===== src/rtl/saes_pkg.sv =====
// Shared types and GF(2^4) helpers for the S-AES decryption slice.
// SAES_DEC_CNT_EN is not used here; see saes_dec_core.
package saes_pkg;

   typedef enum logic [1:0] {
      S_IDLE = 2'd0,
      S_RND1 = 2'd1,
      S_RND0 = 2'd2,
      S_HOLD = 2'd3
   } state_e;

   // Inverse S-box, entry i held in bits [4*i +: 4].
   localparam logic [63:0] INV_SBOX = 64'hED4C_3206_F871_B95A;

   function automatic logic [3:0] gf_mul2(input logic [3:0] a);
      return {a[2:0], 1'b0} ^ (a[3] ? 4'h3 : 4'h0);
   endfunction

   function automatic logic [3:0] gf_mul9(input logic [3:0] a);
      return gf_mul2(gf_mul2(gf_mul2(a))) ^ a;
   endfunction

   function automatic logic [15:0] inv_shift_rows(input logic [15:0] s);
      return {s[15:12], s[3:0], s[7:4], s[11:8]};
   endfunction

   function automatic logic [3:0] inv_sbox(input logic [3:0] n);
      return INV_SBOX[{n, 2'b00} +: 4];
   endfunction

   function automatic logic [15:0] inv_sub_nib(input logic [15:0] s);
      return {inv_sbox(s[15:12]), inv_sbox(s[11:8]),
              inv_sbox(s[7:4]), inv_sbox(s[3:0])};
   endfunction

endpackage


===== src/rtl/saes_inv_round.sv =====
// One combinational inverse round: InvShiftRows, InvSubNib, AddRoundKey,
// then InvMixColumns when mix_en is set.
module saes_inv_round
   import saes_pkg::*;
(
   input  logic [15:0] st,
   input  logic [15:0] key,
   input  logic        mix_en,
   output logic [15:0] nxt
);

   logic [15:0] t;
   logic [15:0] mixed;

   always_comb begin
      t = inv_sub_nib(inv_shift_rows(st)) ^ key;
      mixed = {gf_mul9(t[15:12]) ^ gf_mul2(t[11:8]),
               gf_mul2(t[15:12]) ^ gf_mul9(t[11:8]),
               gf_mul9(t[7:4])   ^ gf_mul2(t[3:0]),
               gf_mul2(t[7:4])   ^ gf_mul9(t[3:0])};
      nxt = mix_en ? mixed : t;
   end

endmodule


===== config.mk =====
export PLATFORM = sky130hd
export DESIGN_NAME = saes_inv_round
export DESIGN_NICKNAME = d
export VERILOG_FILES = /design/src/rtl/saes_pkg.sv /design/src/rtl/saes_inv_round.sv
export SDC_FILE = /design/constraint.sdc
export NUM_CORES = 1
export LEC_CHECK = 0
export ABC_AREA = 1
export ABC_CLOCK_PERIOD_IN_PS = 2800
export BUFFER_PORTS_ARGS = -buffer_cell sky130_fd_sc_hd__buf_2
export CAP_MARGIN = 30
export CORE_UTILIZATION = 35
export DETAILED_ROUTE_END_ITERATION = 8
export PLACE_DENSITY = 0.7
export SLEW_MARGIN = 20
export SYNTH_ARGS = -nofsm -noshare
export SYNTH_HDL_FRONTEND = slang
export SYNTH_SLANG_ARGS = --single-unit

===== constraint.sdc =====
create_clock -name vclk -period 2.8
set_clock_uncertainty 0.05 [all_clocks]
set_input_delay 0.56 -clock vclk [all_inputs]
set_output_delay 0.56 -clock vclk [all_outputs]
set_load 0.005 [all_outputs]

# After elaboration in Yosys (flattened, before gate mapping)
# Index checks and enable logic that the tools add are counted.
dict set report classes {
  n_addsub 0
  n_reduce_logical 0
  n_div 0
  mul 0
  bitwise 21
  n_shift 4
  eq_ne 0
  order_cmp 0
  n_mux 13
}
# op n
set ops {}
lappend ops {{indexed part select 64 x 7 -> 4 bit (first input constant)} 4}
lappend ops {{bitwise XOR 4 x 2 -> 4 bit} 12}
lappend ops {{bitwise XOR 4 bit} 8}
lappend ops {{two-way mux 2 bit} 12}
lappend ops {{two-way mux 16 bit} 1}
lappend ops {{bitwise XOR 16 bit} 1}
dict set report word_totals {
  word_cells 38
  ramBits 0
  latchBits 0
  memories 0
  ff_bits 0
  rom_bits 0
}

# Longest topological paths before layout
dict set report logic_depth {
  word_depth 11
  mapped_depth 14
}

# Least setup slack after synthesis
# No wires, ideal clock.
dict set report synth_timing {
  kind {input port to output port}
  start {input port st[5]}
  end {output port nxt[4]}
  arrival_ns 1.604
  path_buffers 0
  stages 10
  slack_ns 0.586
  path_cell_list {inv_1 > ha_1 > nand3_1 > nand3_1 > xor2_1 > inv_1 > nand2_2 > nand3_1 > nand2_1 > nand2_1}
}
dict set report synth_between {
  elab_chain_len 9
}
# element line_no
set synth_lines {}
lappend synth_lines {{from (decl)} saes_inv_round.sv:6} ;# input logic [15:0] st,
lappend synth_lines {{indexed part select 64 x 7 -> 4 bit *} saes_pkg.sv:28} ;# return INV_SBOX[{n, 2'b00} +: 4];
lappend synth_lines {{bitwise XOR 16 bit *} saes_inv_round.sv:16} ;# t = inv_sub_nib(inv_shift_rows(st)) ^ key;
lappend synth_lines {{bitwise XOR 4 x 2 -> 4 bit (2 in a row)} saes_pkg.sv:16} ;# return {a[2:0], 1'b0} ^ (a[3] ? 4'h3 : 4'h0);
lappend synth_lines {{two-way mux 2 bit} saes_pkg.sv:16}
lappend synth_lines {{bitwise XOR 4 x 2 -> 4 bit} saes_pkg.sv:16}
lappend synth_lines {{bitwise XOR 4 bit} saes_pkg.sv:20} ;# return gf_mul2(gf_mul2(gf_mul2(a))) ^ a;
lappend synth_lines {{bitwise XOR 4 bit} saes_inv_round.sv:19} ;# gf_mul9(t[7:4]) ^ gf_mul2(t[3:0]),
lappend synth_lines {{two-way mux 16 bit *} saes_inv_round.sv:21} ;# nxt = mix_en ? mixed : t;
lappend synth_lines {{to (decl)} saes_inv_round.sv:9} ;# output logic [15:0] nxt
# Mark *: on every way between the ends. The rest lies on a longest branch, timed or not.

# Worst setup path after layout
dict set report layout_timing {
  start {input port st[5]}
  end {output port nxt[2]}
}
dict set report layout_between {
  elab_chain_len 5
}
# element line_no
set layout_lines {}
lappend layout_lines {{indexed part select 64 x 7 -> 4 bit} saes_pkg.sv:28}
lappend layout_lines {{bitwise XOR 16 bit} saes_inv_round.sv:16}
lappend layout_lines {{bitwise XOR 4 x 2 -> 4 bit} saes_pkg.sv:16}
lappend layout_lines {{bitwise XOR 4 bit} saes_inv_round.sv:20} ;# gf_mul2(t[7:4]) ^ gf_mul9(t[3:0])};
lappend layout_lines {{two-way mux 16 bit} saes_inv_round.sv:21}
# Every way passes these cells.

==> metrics.md <==
| Metric | Value |
|---|---|
| WL final | 3.338 mm |
| Worst Path Arrival | 2.00 ns |
| Setup bufs post-CTS | 0 |
| PnR worst setup slack | 0.1925 ns |
| # diodes | 0 |
| Relative slew slack | 75.90% |
| P_leak | 1.144 nW |
| Placement row count | 23 |
| Clock Buffer Count | 0 |
| Unrepaired setup endpoints after global routing | false |
| Final setup vio count | 0 |
| PortBufs | 49 |
| FFs & Latches | 0 |
| Synthesized area | 1474 um^2 |
| Inst Count DP | 384 |
| Iteration-0 DRC Markers | 55 |
| Initial antenna violation count | 0 |
| Setup CP Type | in -> out |
| First-pass GRT wire length | 5.437 mm |
| HPWL Detailed | 2.928 mm |
| # hold bufs at CTS | 0 |
| Slew @ Worst Pin | 0.3615 ns |
| Yosys cell types | 16 |
| Pre-antenna DRT Iters | 4 |
| Min-Delay Path Class | in -> out |
| Syn Area/Cell | 5.136 um^2 |
| Antenna violation net count after detailed routing | 0 |
| Synth area leaders | nand2_1 (30%), ha_1 (20%), nand3_1 (18%) |
| CP max FO | 7 |
| Post-Route Setup TNS | 0 ns |
| Die W | 66.90 um |
| Die Area | 4475 um^2 |
| Largest net degree at the start of global routing | 25 |
| Core Region | 4029 um^2 |
| Yosys warning total | 0 |
| Residual DRC | 0 |
| GPL Wtd Cong | 0.8100 |
| Max Slew Vio Count | 0 |
| Via density | 4.685 |
| Finished Layout Cells | 384 |
| Post-Syn Nets | 344 |
| Seq. cell area | 0 um^2 |
| Synth area leader | nand2_1 |
| Seq/Total Area, Yosys | 0% |
| Post-placement setup slack | 0.2007 ns |
| Final Hold Fails | 0 |
| Final critical-path share of the clock period | 93.12% |
| Hold wc startpoint | key[7] |
| Status | completed |
| Vias in the first global route | 1364 |
| F_max | 0.3835 GHz |
| Hold Path Depth | 5 |
| Crit start category | input pin |
| I/O pin count | 49 |
| Post-Syn Instances | 287 |
| Crit end category | primary output |
| Max rail drop VDD | 64.24 uV |
| Synth cell count leaders | nand2_1 (117), nand3_1 (53), inv_1 (41) |
| Max Cap Violations | 0 |
| WL/cell | 8.693 um |
| Tot GR Track Use | 14.66% |
| PD cells | 178.3 nW/um^2 |
| WP data required | 2.19 ns |
| Total number of vias | 1799 |
| Synth-to-layout area growth | 20.37% |
| Initial Utilization | 36.58% |
| Net count, final | 393 |
| Synth top area share | 29.80% |
| Die height | 66.90 um |
| Post-CTS Resized | 0 |
| Worst hold endpoint | nxt[7] |
| Layout cell share with drive strength beyond 1 | 20.06% |
| Crit path time final | 2.607 ns |
| GRT Residual Overflow | 0 |
| Most common cell in the netlist | nand2_1 |
[kinds of logic (layout without fill, tap and decap cells)]
| group | after synthesis | in the layout | synth area share (%) |
|---|---|---|---|
| buffers and inverters | 52 | 99 | 13.24 |
| AO/OA/AOI/OAI | 22 | 22 | 9.253 |
| adder cells (fa/ha/maj) | 24 | 24 | 20.37 |
| AND/OR/NAND/NOR | 185 | 185 | 54.75 |
| XOR/XNOR | 4 | 4 | 2.377 |
[cells in the final DEF, fill, tap and decap left out, drive strengths merged]
cell type and n:
nand2 123, nand3 53, inv 50, buf 49, ha 24, o21ai 15, o211ai 7, nand4 5
xor2 4, nand3b 4
[worst max path at each step]
stage / from / to / slack (ns) / cells after the start
after global routing: st[13] / nxt[10] / 0.03 / 11
after CTS: st[5] / nxt[4] / 0.20 / 12
after global placement: st[5] / nxt[4] / 0.24 / 12
after floorplan: st[5] / nxt[4] / 0.59 / 10
after detailed placement: st[5] / nxt[4] / 0.20 / 12
final: st[5] / nxt[2] / 0.19 / 11
[through the flow]
step	hold WS [ns]	cell area (um^2)	util (%)	total power (W)
3_5_place_dp	1.470	1774	44.04	0.0003190
6_report	1.477	1774	44.04	0.0003163
4_1_cts	1.472	1774	44.04	0.0003199
5_1_grt	1.544	1774	44.04	0.0003694
3_3_place_gp	1.475	1774	44.04	0.0003127
2_1_floorplan	1.229	1474	-	0.0002080
[area by class of cell]
cell class / instances / area, um^2
inverter: 50 / 187.7
multi-input combinational: 235 / 1279
timing repair buffer: 49 / 245.2
fill: 457 / 2255
tap: 50 / 62.56
[report_power, final]
part	total, W	switching [W]	leakage (nW)	internal [W]
Clock	0	0	0	0
Sequential	0	0	0	0
Combinational	0.000316	0.000192	1.14	0.000124
[metal layers]
metal	GRT usage, %	wire length [um]	up-vias
li1	-	-	1014
met1	20.80	1735	762
met2	25.76	1494	23
met3	0.3425	109	0
met4	0	0	0
met5	0	0	-
[worst max-delay path, cell delays in order]
cell and delay [ns]:
buf_2 0.12, inv_1 0.19, ha_1 0.28, nand3_1 0.08, nand3_1 0.09, xor2_1 0.21
inv_1 0.08, nand2_2 0.07, nand3_1 0.07, o21ai_0 0.10, buf_2 0.14
Power figures use the tool's default switching activity.
